===== config.mk =====
export PLATFORM = sky130hd
export DESIGN_NAME = sync_fifo_param
export DESIGN_NICKNAME = d
export VERILOG_FILES = /design/src/rtl/sync_fifo_pkg.sv /design/src/rtl/sync_fifo_mem.sv /design/src/rtl/sync_fifo_param.sv
export SDC_FILE = /design/constraint.sdc
export NUM_CORES = 1
export LEC_CHECK = 0
export ABC_AREA = 0
export BUFFER_PORTS_ARGS = -buffer_cell sky130_fd_sc_hd__buf_2
export CORE_MARGIN = 8
export CORE_UTILIZATION = 66
export DETAILED_ROUTE_END_ITERATION = 16
export PLACE_DENSITY = 0.88
export SKIP_CTS_REPAIR_TIMING = 1
export SYNTH_ARGS = -nofsm -noshare
export SYNTH_HDL_FRONTEND = slang
export SYNTH_SLANG_ARGS = --single-unit

===== constraint.sdc =====
create_clock -name clk -period 11.7 [get_ports clk]
set_clock_uncertainty 0.1 [all_clocks]
set_input_delay 2.34 -clock clk [delete_from_list [all_inputs] [get_ports clk]]
set_output_delay 2.34 -clock clk [all_outputs]
set_load 0.02 [all_outputs]

===== src/rtl/sync_fifo_pkg.sv =====
// Shared types, defaults and sizing helpers for the parametrised single-clock FIFO.
package sync_fifo_pkg;

  localparam int unsigned DEF_DATA_W = 32;
  localparam int unsigned DEF_DEPTH  = 16;

  typedef enum logic {
    MODE_STD,
    MODE_FWFT
  } fifo_mode_t;

  // Address width that stays at least one bit wide for degenerate depths.
  function automatic int unsigned addr_w(input int unsigned depth);
    return (depth > 1) ? $clog2(depth) : 1;
  endfunction

endpackage


===== src/rtl/sync_fifo_mem.sv =====
// DEPTH x DATA_W register array: one synchronous write port, one asynchronous read port.
module sync_fifo_mem
  import sync_fifo_pkg::*;
#(
  parameter int unsigned DATA_W = DEF_DATA_W,
  parameter int unsigned DEPTH  = DEF_DEPTH,
  parameter int unsigned ADDR_W = addr_w(DEPTH)
) (
  input  logic              clk,
  input  logic              we,
  input  logic [ADDR_W-1:0] waddr,
  input  logic [DATA_W-1:0] wdata,
  input  logic [ADDR_W-1:0] raddr,
  output logic [DATA_W-1:0] rdata
);

  logic [DATA_W-1:0] mem [DEPTH];

  // Storage write; contents are deliberately not reset.
  always_ff @(posedge clk) begin
    if (we) begin
      mem[waddr] <= wdata;
    end
  end

  assign rdata = mem[raddr];

endmodule


===== src/rtl/sync_fifo_param.sv =====
// Parametrised single-clock FIFO with standard or first-word-fall-through read,
// almost-full/almost-empty thresholds, fill level and sticky error flags.
module sync_fifo_param
  import sync_fifo_pkg::*;
#(
  parameter int unsigned DATA_W    = DEF_DATA_W,
  parameter int unsigned DEPTH     = DEF_DEPTH,
  parameter int unsigned FWFT      = 0,
  parameter int unsigned AF_THRESH = DEPTH - 2,
  parameter int unsigned AE_THRESH = 2
) (
  input  logic                     clk,
  input  logic                     reset,
  input  logic                     wr_en,
  input  logic [DATA_W-1:0]        wr_data,
  input  logic                     rd_en,
  output logic [DATA_W-1:0]        rd_data,
  output logic                     valid,
  output logic                     empty,
  output logic                     full,
  output logic                     almost_full,
  output logic                     almost_empty,
  output logic [$clog2(DEPTH):0]   level,
  output logic                     overflow,
  output logic                     underflow,
  input  logic                     clear_err
);

  localparam int unsigned ADDR_W = addr_w(DEPTH);
  localparam int unsigned LW     = $clog2(DEPTH) + 1;
  localparam fifo_mode_t  MODE   = (FWFT != 0) ? MODE_FWFT : MODE_STD;

  localparam logic [LW-1:0] DEPTH_L = LW'(DEPTH);
  localparam logic [LW-1:0] AF_L    = LW'(AF_THRESH);
  localparam logic [LW-1:0] AE_L    = LW'(AE_THRESH);

  logic [ADDR_W-1:0] wr_ptr_q, rd_ptr_q;
  logic [LW-1:0]     level_q, level_d;
  logic              empty_q, full_q, afull_q, aempty_q;
  logic              overflow_q, underflow_q, overflow_d, underflow_d;
  logic              wr_acc, rd_acc;
  logic [DATA_W-1:0] mem_rdata;

  // Acceptance is judged on the flags registered before this edge.
  assign wr_acc = wr_en && !full_q;
  assign rd_acc = rd_en && !empty_q;

  // Next occupancy and sticky errors; a new error beats clear_err.
  always_comb begin
    level_d = level_q;
    if (wr_acc && !rd_acc) begin
      level_d = level_q + LW'(1);
    end else if (rd_acc && !wr_acc) begin
      level_d = level_q - LW'(1);
    end
    overflow_d  = (overflow_q && !clear_err) || (wr_en && full_q);
    underflow_d = (underflow_q && !clear_err) || (rd_en && empty_q);
  end

  // Pointers, level, flags (from next level) and error state.
  always_ff @(posedge clk) begin
    if (reset) begin
      wr_ptr_q    <= '0;
      rd_ptr_q    <= '0;
      level_q     <= '0;
      empty_q     <= 1'b1;
      full_q      <= 1'b0;
      afull_q     <= 1'b0;
      aempty_q    <= 1'b1;
      overflow_q  <= 1'b0;
      underflow_q <= 1'b0;
    end else begin
      if (wr_acc) wr_ptr_q <= wr_ptr_q + ADDR_W'(1);
      if (rd_acc) rd_ptr_q <= rd_ptr_q + ADDR_W'(1);
      level_q     <= level_d;
      empty_q     <= (level_d == '0);
      full_q      <= (level_d == DEPTH_L);
      afull_q     <= (level_d >= AF_L);
      aempty_q    <= (level_d <= AE_L);
      overflow_q  <= overflow_d;
      underflow_q <= underflow_d;
    end
  end

  sync_fifo_mem #(
    .DATA_W (DATA_W),
    .DEPTH  (DEPTH),
    .ADDR_W (ADDR_W)
  ) u_mem (
    .clk   (clk),
    .we    (wr_acc),
    .waddr (wr_ptr_q),
    .wdata (wr_data),
    .raddr (rd_ptr_q),
    .rdata (mem_rdata)
  );

  if (MODE == MODE_FWFT) begin : g_fwft
    // Head word shown directly; forced to zero while empty so stale memory never leaks.
    assign rd_data = empty_q ? '0 : mem_rdata;
    assign valid   = !empty_q;
  end else begin : g_std
    logic [DATA_W-1:0] rd_data_q;
    logic              valid_q;

    // Registered read: data loads on an accepted read, valid pulses one cycle later.
    always_ff @(posedge clk) begin
      if (reset) begin
        rd_data_q <= '0;
        valid_q   <= 1'b0;
      end else begin
        valid_q <= rd_acc;
        if (rd_acc) rd_data_q <= mem_rdata;
      end
    end

    assign rd_data = rd_data_q;
    assign valid   = valid_q;
  end

  assign empty        = empty_q;
  assign full         = full_q;
  assign almost_full  = afull_q;
  assign almost_empty = aempty_q;
  assign level        = level_q;
  assign overflow     = overflow_q;
  assign underflow    = underflow_q;

endmodule


==> results_dict.tcl, run 1 <==
set metrics [dict create \
    status "finished, final reports clean" \
    nNetsFinal 1121 \
    rr_endpoint "rd_data[25]" \
    die_h_um 195 \
    grt_overflow 0 \
    p_int_mw 3.45 \
    finalCriticalPeriod_ns 4.18 \
    vias 10500 \
    io_pins 81 \
    clock-root-buffer "clkbuf_16" \
    slowest_delay_ns 1.06 \
    cp_top_family "simple AND/OR/NAND/NOR gates" \
    leakagePower_nw 7.48 \
    crit_buf_inv 1 \
    pwr-share-seq 0.515 \
    drive_gt1_frac 0.291 \
    instances_no_fill 1523 \
    worstMarginPinSlew_ns 1.27 \
    syn_nets 1027 \
    firstDrtPassIters 6 \
    reg2reg_slack_ns 8.51 \
    wl_per_cell_um 30.3 \
    fmax_mhz 239 \
    gp_congestion 0.758 \
    initial_core_util 0.671 \
    coreArea_sq_mm 0.0316 \
    place_hpwl_um 25300 \
    min_to "rd_data[4]" \
    grt_antenna_before_repair 0 \
    grt_max_degree 74 \
    synthToLayoutAreaGrowth_pct 12.4 \
    netlist_instances 983 \
    clk_latency_ns 0.57 \
    grt_first_pass_wirelength_um 69200 \
    slew_violations 0 \
    cp_max_fo 32 \
    slowest_stage "nor2_4" \
    std_cell_rows 65 \
    routed_wl_um 46200 \
    switching_power_mw 1.02 \
    clock-sinks 564 \
    synth_edf_count 512 \
    r2r-start "rd_ptr_q[0]" \
    port_buffers 80 \
    worst-setup-path-type "input pin to register" \
    die-area_sq_mm 0.0382 \
    synth_area_per_cell_sq_um 21.6 \
    yosysUniqueCellTypes 41 \
    hold_start "rd_data[4]" \
    path_cells "buf_2 > and2b_1 > nand2_1 > nor2_4" \
    numCtsBuffers 53 \
    ys_seq_elements 564 \
    grt_setup_unrepaired "false" \
    synthArstFlopShare 0 \
    tns_ns 0 \
    required_ns 11.76 \
    worstRegToRegCells 4 \
    pwr-share-comb 0.102 \
    ys.warnings.count 0 \
    fill_cells 1562 \
    hold_depth 2 \
    ys_seq_area_frac 0.773 \
    clk_pin_slew_worst_paths_ns 0.06 \
    grt_use_total 0.243 \
    setup_violations 0 \
    synth_flop_cell "edfxtp_1" \
    final_common_cell "edfxtp_1" \
    h-tree-depth 2 \
    cts_tree "done" \
    max-cap-violations 0 \
    clockPowerShare 0.383 \
    endpoint_kind "register" \
    ir_worst_vdd_v 0.000135 \
    final_cell_mix "edfxtp_1, mux4_2, buf_2" \
    seq_area_sq_mm 0.0164 \
    hold_viol_final 0 \
    antenna_left 0 \
    dp_cells 1424 \
    cts_max_path_buffers 3 \
    powerDensity_mw_per_mm2 187 \
    syn_area_sq_mm 0.0212 \
    grt_pass1_vias 10800 \
    power.share.switching 0.228 \
    cp-start-kind "input pin" \
    route.detailed.drc 0 \
    relSlewSlack 0.152 \
    finalCritPeriodShare 0.357 \
    min_path_type "register to register" \
    die_w_um 195 \
    drt_iter0_drc 1193 \
    viasPerCell 6.87 \
    critPathArrivalTime_ns 4.24 \
    multiInputGateArea_sq_mm 0.00468 \
    diodes 0 \
]
-- power by group through the flow --
stage	clock (mW)	sequential (mW)	combinational, mW
after floorplan	0	2.35	0.312
after global placement	0	2.34	0.437
after global routing	1.80	2.31	0.489
after CTS	1.73	2.30	0.461
final	1.71	2.30	0.457
after detailed placement	0	2.34	0.454
-- through the flow --
stage,power (mW),hold WS [ns],cell area [sq um],util,setup slack (ns)
floorplan,2.66,0.379,21200,-,6.16
global placement,2.78,0.338,22100,0.699,7.12
detailed placement,2.80,0.341,22100,0.699,7.01
CTS,4.49,0.360,23900,0.754,7.55
global route,4.60,0.397,23900,0.754,7.42
finish,4.47,0.361,23900,0.754,7.52
-- per-layer routing --
| metal | share of wire | vias to the layer above | global-route usage |
|---|---|---|---|
| li1 | - | 4272 | - |
| met1 | 0.38 | 5473 | 0.316 |
| met3 | 0.070 | 118 | 0.0411 |
| met5 | 0 | - | 0 |
| met4 | 0.030 | 0 | 0.0794 |
| met2 | 0.52 | 602 | 0.418 |
-- worst max-delay path by stage --
stage                     startpoint                to  slack, ns  cells after the start
after detailed placement       wr_en  u_mem.mem[4][12]       7.01                      4
final                          wr_en   u_mem.mem[4][4]       7.52                      4
after CTS                      wr_en  u_mem.mem[4][10]       7.55                      4
after floorplan                wr_en   u_mem.mem[3][0]       6.16                      4
after global placement         wr_en  u_mem.mem[4][14]       7.12                      4
after global routing           wr_en   u_mem.mem[4][4]       7.42                      4
-- layout make-up --
cell class,instances,share of cell area
multi-input combinational,360,0.196
clock inverter,37,0.0141
timing repair buffer,93,0.0209
tap,402,0.0211
clock buffer,62,0.0588
sequential,564,0.688
inverter,5,0.000786
-- tightest hold or removal path, cell delays in order (launching register included) --
cell	delay, ns
dfxtp_1	0.32
nand2_1	0.05
o221ai_1	0.06
-- flip-flops by register name, summed over array words and instances, names as in the netlist, 4 cells and up --
signal and cells:
u_mem.mem 512, rd_data 32, level 5, rd_ptr_q 4
wr_ptr_q 4
-- Yosys cell counts (all sizes together) (3+ instances only) --
cell type / number / area [sq um]
edfxtp: 512 / 15400
mux4: 128 / 2880
mux2i: 65 / 651
dfxtp: 52 / 1040
nand2: 46 / 173
o221ai: 32 / 280
clkbuf: 29 / 119
nor2: 29 / 109
buf: 25 / 126
ha: 7 / 87.6
a21oi: 5 / 25.0
inv: 5 / 18.8
nor3: 5 / 25.0
nand2b: 4 / 25.0
or2: 4 / 25.0
xnor2: 4 / 35.0
xor2: 4 / 35.0
nand3: 3 / 15.0
-- kinds of logic (layout without fill, tap and decap cells) --
family,Yosys count,in the layout,share of synthesized area
flip-flops,564,564,0.773
multiplexers,193,193,0.166
AND/OR/NAND/NOR,103,103,0.0220
buffers and inverters,59,197,0.0124
AO/OA/AOI/OAI,49,49,0.0189
XOR/XNOR,8,8,0.00330
adder cells (fa/ha/maj),7,7,0.00412
No activity file was read; power rests on OpenSTA's default activity.
==> inputs of run 2 (changes only) <==
CORE_UTILIZATION = 55   (was 66)
PLACE_DENSITY = 0.79   (was 0.88)
clock period = 3.4 ns   (was 11.7 ns; I/O delays follow)
==> run 2 against run 1 <==
  * Non-clock buffer count is 24 higher
  * Worst hold slack worse by 0.11 ns
  * Global-route usage fell by 4.3 points
  * Die area up 18%
  * Cell area is 2.4% higher
  * Critical path depth did not move
  * Sequential power increased to 3.4 times the previous value
  * Register-to-register slack got worse by 7.5 ns
  * Setup slack got worse by 6.5 ns
  * Combinational power rose to 3.6 times the previous value
==> results_dict.tcl, run 2 (same netlist as run 1, synthesis figures left out) <==
set metrics [dict create \
    route.detailed.drc 0 \
    place_hpwl_um 24900 \
    hold_viol_final 0 \
    finalCriticalPeriod_ns 2.42 \
    max-cap-violations 0 \
    worst-setup-path-type "register to register" \
    final_common_cell "edfxtp_1" \
    std_cell_rows 72 \
    ir_worst_vdd_v 0.000451 \
    slowest_stage "nor2_4" \
    grt_setup_unrepaired "false" \
    dp_cells 1564 \
    cts_tree "done" \
    hold_depth 3 \
    io_pins 81 \
    h-tree-depth 2 \
    grt_max_degree 60 \
    routed_wl_um 44200 \
    min_path_type "input pin to register" \
    grt_overflow 0 \
    nNetsFinal 1147 \
    leakagePower_nw 7.66 \
    total_power_mw 15.6 \
    clock-sinks 564 \
    final_cell_mix "edfxtp_1, mux4_2, buf_2" \
    instances_no_fill 1669 \
    status "finished, final reports clean" \
    drt_iter0_drc 985 \
    wl_per_cell_um 26.5 \
    fmax_mhz 414 \
    worstRegToRegCells 4 \
    top_register "u_mem.mem" \
    clk_pin_slew_worst_paths_ns 0.06 \
    slew_violations 0 \
    cp-start-kind "register" \
    required_ns 3.59 \
    initial_core_util 0.553 \
    die_w_um 213 \
    tns_ns 0 \
    grt_pass1_vias 10500 \
    switching_power_mw 3.56 \
    crit_buf_inv 1 \
    grt_antenna_before_repair 2 \
    drive_gt1_frac 0.308 \
    slowest_delay_ns 0.58 \
    gp_congestion 0.773 \
    cp_top_family "simple AND/OR/NAND/NOR gates" \
    powerDensity_mw_per_mm2 640 \
    endpoint_kind "register" \
    clk_latency_ns 0.60 \
    power.share.switching 0.228 \
    coreArea_sq_mm 0.0384 \
    antenna_left 0 \
    port_buffers 80 \
    die_h_um 213 \
    setup_violations 0 \
    die-area_sq_mm 0.0452 \
    viasPerCell 6.04 \
    pwr-share-seq 0.503 \
    worst-path-stages 4 \
    relSlewSlack 0.381 \
    numCtsBuffers 55 \
    cp_max_fo 18 \
    largest_reg_flops 512 \
    pwr-share-comb 0.106 \
    vias 10100 \
    worstMarginPinSlew_ns 0.929 \
    clockPowerShare 0.391 \
    p_int_mw 12.1 \
    firstDrtPassIters 5 \
    synthToLayoutAreaGrowth_pct 15.0 \
    critPathArrivalTime_ns 2.61 \
    grt_use_total 0.200 \
    fill_cells 2549 \
    finalCritPeriodShare 0.711 \
    cts_max_path_buffers 3 \
    grt_first_pass_wirelength_um 66900 \
    clock-root-buffer "clkbuf_16" \
    path_cells "and2b_1 > nand2_1 > nor2_4 > buf_12" \
]
## run 2: worst paths after layout
path	startpoint	slack, ns	end
min reg2reg	rd_data[4]	0.37	rd_data[4]
max reg2reg	full	0.98	u_mem.mem[4][14]
min	wr_en	0.26	overflow
max	full	0.98	u_mem.mem[4][14]
## run 2: final cells by class
class / instances / area, sq um / area share
Timing Repair Buffer: 117 / 803 / 0.0329
Multi-Input combinational cell: 360 / 4700 / 0.192
Sequential cell: 564 / 16400 / 0.672
Clock inverter: 29 / 325 / 0.0133
Clock buffer: 74 / 1500 / 0.0614
Inverter: 5 / 18.8 / 0.000768
Tap cell: 518 / 648 / 0.0265
Antenna cell: 2 / 5.00 / 0.000205
## run 2: power by group through the flow
| stage | logic [mW] | clock network (mW) | registers, mW |
|---|---|---|---|
| 5_1_grt | 1.78 | 6.46 | 7.88 |
| 3_5_place_dp | 1.67 | 0 | 8.00 |
| 2_1_floorplan | 1.08 | 0 | 8.07 |
| 6_report | 1.65 | 6.11 | 7.86 |
| 4_1_cts | 1.68 | 6.21 | 7.86 |
| 3_3_place_gp | 1.64 | 0 | 8.00 |
## run 2: routing by layer
layer	vias up	track usage	wire, um
met2	402	0.341	22900
met5	-	0	0
met4	0	0.0597	1050
met3	69	0.0388	2780
li1	4334	-	-
met1	5272	0.260	17400
## run 2: metrics by stage
stage,util,hold WS (ns),setup WS (ns),area (sq um)
2_1_floorplan,-,0.379,0.379,21300
3_3_place_gp,0.589,0.340,0.681,22600
3_5_place_dp,0.589,0.350,0.618,22600
4_1_cts,0.636,0.233,0.949,24400
5_1_grt,0.636,0.271,0.840,24400
6_report,0.637,0.255,0.983,24400
## run 2: worst register-to-register path, stage by stage, from the launching register on
cell and delay, ns:
dfxtp_1 0.34, and2b_1 0.49, nand2_1 0.35, nor2_4 0.58, buf_12 0.25
==> inputs of run 3 (changes only) <==
ABC_AREA = 1   (was 0)
CORE_UTILIZATION = 62   (was 55)
PLACE_DENSITY = 0.84   (was 0.79)
clock period = 2.4 ns   (was 3.4 ns; I/O delays follow)
==> run 3 against run 2 <==
  * Core utilization rose by 6.9 points
  * Critical path depth rose by 4
  * Non-clock buffer count rose by 21
  * Largest cell class unchanged
  * Highest routed layer unchanged
==> results_dict.tcl, run 3 <==
set metrics [dict create \
    top_register "u_mem.mem" \
    clk_pin_slew_worst_paths_ns 0.06 \
    cts_tree "done" \
    clock-sinks 564 \
    path_cells "inv_6 > buf_12 > nand2_1 > nand3_1 > nand3_1 > a21oi_1 > o21ai_1 > inv_1" \
    grt_first_pass_wirelength_um 88100 \
    min_path_type "input pin to register" \
    largest_reg_flops 512 \
    seq_area_sq_mm 0.0164 \
    io_pins 81 \
    vias 15900 \
    viasPerCell 6.15 \
    whs_ns 0.0518 \
    grt_max_degree 130 \
    std_cell_rows 70 \
    slew_violations 0 \
    netlist_instances 1994 \
    clk_latency_ns 0.59 \
    ys_seq_elements 564 \
    grt_overflow 0 \
    leakagePower_nw 9.73 \
    grt_pass1_vias 15800 \
    worstMarginPinSlew_ns 0.689 \
    synth_common_cells "nand2_1, edfxtp_1, nand3_1" \
    synth_area_per_cell_sq_um 11.4 \
    total_power_mw 22.3 \
    status "finished, final reports clean" \
    die-area_sq_mm 0.0431 \
    synthArstFlopShare 0 \
    syn_nets 2038 \
    switching_power_mw 5.69 \
    hold_viol_final 0 \
    finalCriticalPeriod_ns 2.05 \
    die_h_um 208 \
    final_common_cell "nand2_1" \
    synth_top_cell_area_share 0.675 \
    ys.warnings.count 0 \
    ir_worst_vdd_v 0.000607 \
    grt_use_total 0.260 \
    instances_no_fill 2581 \
    port_buffers 80 \
    critPathArrivalTime_ns 2.47 \
    pwr-share-comb 0.120 \
    antenna_left 0 \
    cp_top_family "buffers and inverters" \
    syn_area_sq_mm 0.0228 \
    cts_max_path_buffers 3 \
    yosys.area.top_type "edfxtp_1" \
    max-cap-violations 0 \
    cp-start-kind "register" \
    drive_gt1_frac 0.119 \
    synthToLayoutAreaGrowth_pct 12.9 \
    relSlewSlack 0.541 \
    multiInputGateArea_sq_mm 0.00553 \
    diodes 0 \
    fill_cells 2243 \
    power.share.switching 0.255 \
    required_ns 2.82 \
    slowest_delay_ns 0.44 \
    routed_wl_um 57700 \
    cpMostUsedCell "nand3_1" \
    yosysUniqueCellTypes 27 \
    synth_flop_cell "edfxtp_1" \
    grt_setup_unrepaired "false" \
    p_int_mw 16.6 \
    dp_cells 2482 \
    clockPowerShare 0.383 \
    drt_iter0_drc 2393 \
    endpoint_kind "register" \
    pwr-share-seq 0.497 \
    finalCritPeriodShare 0.854 \
    route.detailed.drc 0 \
    setup_violations 0 \
    synth_area_leaders "edfxtp_1, nand2_1, nand3_1" \
    synth_edf_count 512 \
    final_cell_mix "nand2_1, edfxtp_1, nand3_1" \
    clock-root-buffer "clkbuf_16" \
    ys_seq_area_frac 0.721 \
    place_hpwl_um 32600 \
    coreArea_sq_mm 0.0364 \
    cp_max_fo 54 \
    worst-setup-path-type "register to register" \
    h-tree-depth 2 \
    firstDrtPassIters 8 \
    slowest_stage "dfxtp_4" \
    powerDensity_mw_per_mm2 867 \
    synth_most_common_cell "nand2_1" \
    wl_per_cell_um 22.4 \
    fmax_mhz 488 \
    nNetsFinal 2113 \
    grt_antenna_before_repair 0 \
    gp_congestion 0.848 \
    numCtsBuffers 53 \
    die_w_um 208 \
    crit_buf_inv 3 \
    initial_core_util 0.625 \
]
run 3: changes by cell type after synthesis, moves of 47 or more:
cell / change
nand2_1: +614
nand3_1: +398
mux4_2: -128
mux2i_1: -65
nor2_1: +64
inv_1: +47
run 3: worst min-delay path, cell delays in order:
cell     delay, ns
buf_2         0.07
inv_1         0.04
nand2_1       0.05
a21oi_1       0.05
run 3: path summary, 6_finish.rpt:
path	start	to	slack, ns	depth (start not counted)
setup / recovery	rd_ptr_q[0]	rd_data[12]	0.35	8
hold / removal	clear_err	overflow	0.05	4
setup reg to reg	rd_ptr_q[0]	rd_data[12]	0.35	8
hold reg to reg	overflow	overflow	0.36	2
run 3: per-stage QoR:
step | area, sq um | setup TNS (ns) | setup WS (ns) | util
after global placement | 23900 | 0 | 0.309 | 0.657
after floorplan | 22800 | -109.04 | -0.311 | -
final | 25700 | 0 | 0.350 | 0.706
after detailed placement | 23900 | 0 | 0.311 | 0.657
after global routing | 25700 | 0 | 0.252 | 0.706
after CTS | 25700 | 0 | 0.422 | 0.706
run 3: cells by family (layout without fill, tap and decap cells):
logic type	Yosys count	after routing	share of synthesized area
and+or+nand+nor	1167	1167	0.216
xor gates and xnor gates	2	2	0.000769
buffers and inverters	177	296	0.0413
DFF	564	564	0.721
adders and majority gates	7	7	0.00385
AOI/OAI and AO/OA	77	77	0.0169
run 3: power groups by stage:
stage	logic [mW]	registers [mW]	clock network, mW
global route	2.92	11.1	8.94
detailed placement	2.60	11.3	0
floorplan	1.66	11.4	0
finish	2.68	11.1	8.54
global placement	2.50	11.3	0
CTS	2.66	11.1	8.57
run 3: layout make-up:
type,instances,share of cell area
Clock buffer,66,0.0558
Clock inverter,33,0.0130
Inverter,59,0.00890
Multi-Input combinational cell,1253,0.215
Sequential cell,564,0.639
Tap cell,468,0.0228
Timing Repair Buffer,138,0.0456
run 3: routing by layer:
layer  GRT usage  vias to the layer above  part of all wire
met5           0                        -                 0
met4       0.116                        0             0.036
met3      0.0498                      158              0.11
met2       0.440                     1139              0.50
met1       0.326                     7550              0.35
li1            -                     7032                 -
